[config.mk]
export PLATFORM = sky130hd
export DESIGN_NAME = sata_link_tx_ctrl
export DESIGN_NICKNAME = d
export VERILOG_FILES = /design/src/rtl/sata_link_tx_ctrl.sv
export SDC_FILE = /design/constraint.sdc
export NUM_CORES = 1
export LEC_CHECK = 0
export BUFFER_PORTS_ARGS = -buffer_cell sky130_fd_sc_hd__buf_2
export CELL_PAD_IN_SITES_DETAIL_PLACEMENT = 1
export CELL_PAD_IN_SITES_GLOBAL_PLACEMENT = 1
export CORE_ASPECT_RATIO = 0.8
export CORE_MARGIN = 4
export CORE_UTILIZATION = 25
export CTS_CLUSTER_SIZE = 10
export DETAILED_ROUTE_END_ITERATION = 8
export GPL_TIMING_DRIVEN = 0
export PLACE_DENSITY = 0.67
export SYNTH_ARGS = -nofsm -noshare
export SYNTH_HDL_FRONTEND = slang
export SYNTH_SLANG_ARGS = --single-unit
[constraint.sdc]
create_clock -name clk -period 3.9 [get_ports clk]
set_clock_uncertainty 0.05 [all_clocks]
set_input_delay 0.39 -clock clk [delete_from_list [all_inputs] [get_ports clk]]
set_output_delay 0.39 -clock clk [all_outputs]
set_load 0.05 [all_outputs]
[src/rtl/sata_link_tx_ctrl.sv]
`default_nettype none
// ============================================================================
// Module   : sata_link_tx_ctrl
// Purpose  : Link-layer TX sequencer: FIFO frame accounting, slot request,
//            word streaming / local frame drop and end-of-frame status report.
// Revision : 1.0
// ============================================================================
module sata_link_tx_ctrl #(
    parameter int FRAME_CNT_W   = 4,
    parameter int GRANT_TIMEOUT = 1023
) (
    input  logic                   clk,
    input  logic                   reset,
    input  logic                   wr_frame_done,
    input  logic [31:0]            fifo_data,
    input  logic                   fifo_eop,
    input  logic                   fifo_err,
    input  logic                   fifo_empty,
    output logic                   fifo_rdreq,
    output logic                   tx_req,
    input  logic                   tx_grant,
    output logic [31:0]            tx_data,
    output logic                   tx_valid,
    output logic                   tx_eop,
    input  logic                   tx_ready,
    input  logic                   tx_done,
    input  logic                   tx_good,
    output logic                   stat_ok,
    output logic                   stat_fail,
    output logic [FRAME_CNT_W-1:0] frames_pending,
    output logic                   busy
);

    localparam int                     TO_W      = $clog2(GRANT_TIMEOUT + 1);
    localparam logic [TO_W-1:0]        c_TO_LAST = TO_W'(GRANT_TIMEOUT - 1);
    localparam logic [FRAME_CNT_W-1:0] c_CNT_MAX = '1;

    typedef enum logic [2:0] {
        S_IDLE = 3'd0,
        S_REQ  = 3'd1,
        S_DATA = 3'd2,
        S_WAIT = 3'd3,
        S_DROP = 3'd4
    } state_t;

    state_t                   r_state;
    state_t                   w_next;
    logic [FRAME_CNT_W-1:0]   r_frames;
    logic [FRAME_CNT_W-1:0]   w_frames_next;
    logic [TO_W-1:0]          r_to_cnt;
    logic                     r_stat_ok;
    logic                     r_stat_fail;
    logic                     w_stat_ok;
    logic                     w_stat_fail;
    logic                     w_inc;
    logic                     w_dec;

    always_ff @(posedge clk or posedge reset) begin
        if (reset) begin
            r_state <= S_IDLE;
        end else begin
            r_state <= w_next;
        end
    end

    always_comb begin
        w_next      = r_state;
        tx_req      = 1'b0;
        tx_valid    = 1'b0;
        tx_eop      = 1'b0;
        tx_data     = '0;
        fifo_rdreq  = 1'b0;
        w_stat_ok   = 1'b0;
        w_stat_fail = 1'b0;
        case (r_state)
            S_IDLE: begin
                // Error flag is only meaningful on the first word of a frame
                if (r_frames != '0) begin
                    w_next = fifo_err ? S_DROP : S_REQ;
                end
            end
            S_REQ: begin
                tx_req = 1'b1;
                if (tx_grant) begin
                    w_next = S_DATA;
                end else if (r_to_cnt == c_TO_LAST) begin
                    w_next = S_IDLE;
                end
            end
            S_DATA: begin
                tx_valid   = !fifo_empty;
                tx_data    = fifo_data;
                tx_eop     = fifo_eop & !fifo_empty;
                fifo_rdreq = tx_valid & tx_ready;
                if (fifo_rdreq && fifo_eop) begin
                    w_next = S_WAIT;
                end
            end
            S_WAIT: begin
                if (tx_done) begin
                    w_stat_ok   = tx_good;
                    w_stat_fail = !tx_good;
                    w_next      = S_IDLE;
                end
            end
            S_DROP: begin
                fifo_rdreq = !fifo_empty;
                if (fifo_rdreq && fifo_eop) begin
                    w_stat_fail = 1'b1;
                    w_next      = S_IDLE;
                end
            end
            default: begin
                w_next = S_IDLE;
            end
        endcase
    end

    assign w_inc = wr_frame_done;
    assign w_dec = fifo_rdreq & fifo_eop;

    // Simultaneous push and pop of an EOP leaves the count unchanged
    always_comb begin
        w_frames_next = r_frames;
        if (w_inc && !w_dec && (r_frames != c_CNT_MAX)) begin
            w_frames_next = r_frames + FRAME_CNT_W'(1);
        end else if (w_dec && !w_inc && (r_frames != '0)) begin
            w_frames_next = r_frames - FRAME_CNT_W'(1);
        end
    end

    always_ff @(posedge clk or posedge reset) begin
        if (reset) begin
            r_frames    <= '0;
            r_to_cnt    <= '0;
            r_stat_ok   <= 1'b0;
            r_stat_fail <= 1'b0;
        end else begin
            r_frames    <= w_frames_next;
            r_to_cnt    <= (r_state == S_REQ) ? r_to_cnt + TO_W'(1) : '0;
            r_stat_ok   <= w_stat_ok;
            r_stat_fail <= w_stat_fail;
        end
    end

    assign stat_ok        = r_stat_ok;
    assign stat_fail      = r_stat_fail;
    assign frames_pending = r_frames;
    assign busy           = (r_state != S_IDLE);

endmodule
`default_nettype wire
==> key figures <==
Timing
  – Setup TNS Final: 0 ns
  – Tightest Pin Transition: 0.737 ns
  – Final setup violation count: 0
  – FMAX: 390 MHz
  – Max-slew violations: 0
  – Tcrit/Tclk final: 65.8%
  – Slew margin rel.: 50.8%
  – Fin crit period: 2.56 ns
  – Unrepaired setup endpoints after global routing: no
  – Fin. Hold Viols: 0

GRT
  – All-Layer GR Usage: 11.6%
  – Gr ovfl total: 0
  – Pin count of the biggest net entering global routing: 20
  – Vias in the first global route: 1367
  – Initial antenna violation count: 0
  – First-pass GRT wire length: 6.38 mm

Placement
  – Dpl cell area: 1840 um2
  – Final HPWL DP: 3.44 mm
  – Routability congestion estimate: 0.771
  – # port buffers: 84

Worst setup path
  – CP max stage delay: 0.45 ns
  – Critical path class: reg2reg
  – Startpoint types: flip-flop
  – Required time worst endpoint: 4.03 ns
  – R2R cell count: 9
  – CP Cell Sequence: buf_6 > and3b_4 > o211ai_4 > nand3_1 > ha_1 > and3_1 > or4_1 > mux2i_1 > xor2_1
  – Slowest stage cell, crit path: or4_1
  – Launch point of the worst reg-to-reg path: r_state[1]$_DFFE_PP0P_
  – CP Capture Type: flip-flop
  – Crit-path max FO: 10
  – CP arrival: 2.70 ns
  – R2r endpoint: frames_pending[3]$_DFFE_PP0P_
  – Flop2flop setup slack: 1.34 ns

Power
  – Switching Share: 57.7%
  – Int Power: 0.585 mW
  – Comb pwr share: 68.5%
  – Sw power: 0.796 mW
  – Power per cell area: 733 nW/um2
  – Peak supply drop: 0.186 mV
  – Total power: 1.38 mW
  – Leak pwr: 1.02 nW
  – Clk pwr share: 10.0%
  – Power share of the sequential group: 21.4%

Logic synthesis
  – Post-synth EDFFs: 0
  – Area share of the largest cell type after synthesis: 35.5%
  – Count leader, synth: and2_1
  – Post-synth top cells: and2_1, dfrtp_1, nor2_1
  – Number of synthesized register bits: 19
  – Syn Inst Count: 148
  – Cell Area, Synth: 1340 um2
  – Register area share after synthesis: 35.5%
  – Asr flop ratio synth: 100%
  – Syn nets: 195
  – Yosys top cell by area: dfrtp_1
  – Ranking of synthesized cells by area: dfrtp_1, and2_1, xor2_1, nor2_1, ha_1
  – Main synth FF type: dfrtp_1
  – Count of cell types in the netlist: 43
  – Yosys warning count: 0
  – Syn_area_per_cell: 9.05 um2

Routing
  – Final ANT Viol Nets: 0
  – Starting DRC count in detailed routing: 37
  – DRC viols: 0
  – Vias per cell: 4.44
  – DR vias: 1323
  – DRT Pass-1 Iters: 3
  – Average wire per standard cell: 13.9 um
  – Routed wire length: 4.13 mm

Die
  – Core ar.: 5090 um2
  – Initial Utilization: 26.3%
  – Number of I/O pins: 85
  – Chip height: 73.5 um
  – Die ar.: 6600 um2
  – Row cnt: 23
  – Die X: 89.8 um

Clock network
  – Post-cts resize count: 0
  – Hold buffer count at cts: 0
  – Clk_lat worst skew: 0.26 ns
  – Clock sink count: 19
  – CTS Buffer Depth: 2
  – Num CTS Buffers: 3
  – Postcts setup bufs: 0
  – Clk slew on worst S/H paths: 0.07 ns
  – Clock Root Buffer: clkbuf_8
  – H-tree depth reported by CTS: 1
  – CTS tree: built

Outcome
  – Status: finished, final reports clean

Finish
  – Utilization after layout: 37.0%
  – Post-route cell area: 1880 um2
  – Fillers: 637
  – Area Growth Syn to Fin: 40.7%
  – Nets: 284
  – Register Area: 475 um2
  – Antenna fix cells: 0
  – Footprint of the multi-input gates: 808 um2
  – Layout cell share with drive strength beyond 1: 41.1%

Worst hold path
  – Hold Path Class: in2async

Job
  – Max-cap check violation count: 0
-- how the worst max path moves through the flow --
stage / start / end / cells past startpoint
2_1_floorplan: frames_pending[0]$_DFFE_PP0P_ / frames_pending[3]$_DFFE_PP0P_ / 7
3_3_place_gp: r_state[1]$_DFFE_PP0P_ / frames_pending[3]$_DFFE_PP0P_ / 9
3_5_place_dp: r_state[1]$_DFFE_PP0P_ / frames_pending[3]$_DFFE_PP0P_ / 9
4_1_cts: r_state[1]$_DFFE_PP0P_ / frames_pending[3]$_DFFE_PP0P_ / 9
5_1_grt: r_state[1]$_DFFE_PP0P_ / frames_pending[3]$_DFFE_PP0P_ / 9
6_report: r_state[1]$_DFFE_PP0P_ / frames_pending[3]$_DFFE_PP0P_ / 9
-- state kept, by name, summed over array words and instances, names as in the netlist --
signal,count
frames_pending,4
r_state,3
r_to_cnt,10
stat_fail,1
stat_ok,1
-- final cells by class --
| type | instances | area share (%) |
|---|---|---|
| multi-input combinational | 117 | 42.9 |
| sequential | 19 | 25.2 |
| timing repair buffer | 84 | 22.3 |
| tap | 62 | 4.12 |
| clock buffer | 3 | 2.19 |
| buffer | 7 | 1.93 |
| inverter | 5 | 0.997 |
| clock inverter | 1 | 0.266 |
-- through the flow --
step	worst slack (ns)	cells	hold slack, ns
floorplan	1.48	148	0.291
global placement	1.33	294	0.473
detailed placement	1.33	294	0.477
CTS	1.30	298	0.210
global route	1.19	298	0.264
finish	1.34	298	0.195
-- placed cells by master, fill, tap and decap left out, types with 2 or more instances in the layout --
cell type / n
nor3_1: 2
o21ai_1: 2
o211ai_1: 2
nand2_1: 5
a21oi_1: 2
buf_2: 86
nand3_1: 7
nand4_1: 4
clkbuf_1: 4
and2b_1: 2
xor2_1: 8
o21ai_0: 2
and2_1: 32
xnor2_1: 2
dfrtp_1: 19
nand2b_1: 2
ha_1: 4
mux2_1: 3
inv_1: 5
clkbuf_8: 3
nor2_1: 15
or3_1: 2
-- routing by layer --
layer  global-route usage, %  vias to the layer above  wire length [um]
li1                        -                      673                 -
met1                    14.1                      635              1740
met2                    21.8                       13              2260
met3                    3.07                        2               128
met4                    1.02                        0                 8
met5                       0                        -                 0
-- power groups by stage --
stage | Combinational, mW | Clock, mW | Sequential, mW
detailed placement | 0.952 | 0 | 0.300
floorplan | 0.655 | 0 | 0.373
global route | 1.01 | 0.153 | 0.306
global placement | 0.939 | 0 | 0.300
finish | 0.946 | 0.139 | 0.296
CTS | 0.956 | 0.147 | 0.297
-- critical path: cells and delay by family, from the launching register on --
| kind | cells | cell delay (ns) |
|---|---|---|
| multiplexers | 1 | 0.18 |
| flip-flops | 1 | 0.39 |
| adder cells (fa/ha/maj) | 1 | 0.35 |
| buffers and inverters | 1 | 0.14 |
| AND/OR/NAND/NOR | 4 | 1.00 |
| XOR/XNOR | 1 | 0.17 |
| AO/OA/AOI/OAI | 1 | 0.20 |
-- logic make-up after synthesis --
family                   count (synthesis)  share of synthesized area, %
adder cells (fa/ha/maj)                  5                          5.23
AO/OA/AOI/OAI                           14                          8.04
XOR/XNOR                                10                          6.54
flip-flops                              19                          35.5
buffers and inverters                   12                          4.11
multiplexers                             5                          4.30
AND/OR/NAND/NOR                         83                          36.3
Power figures use the tool's default switching activity.
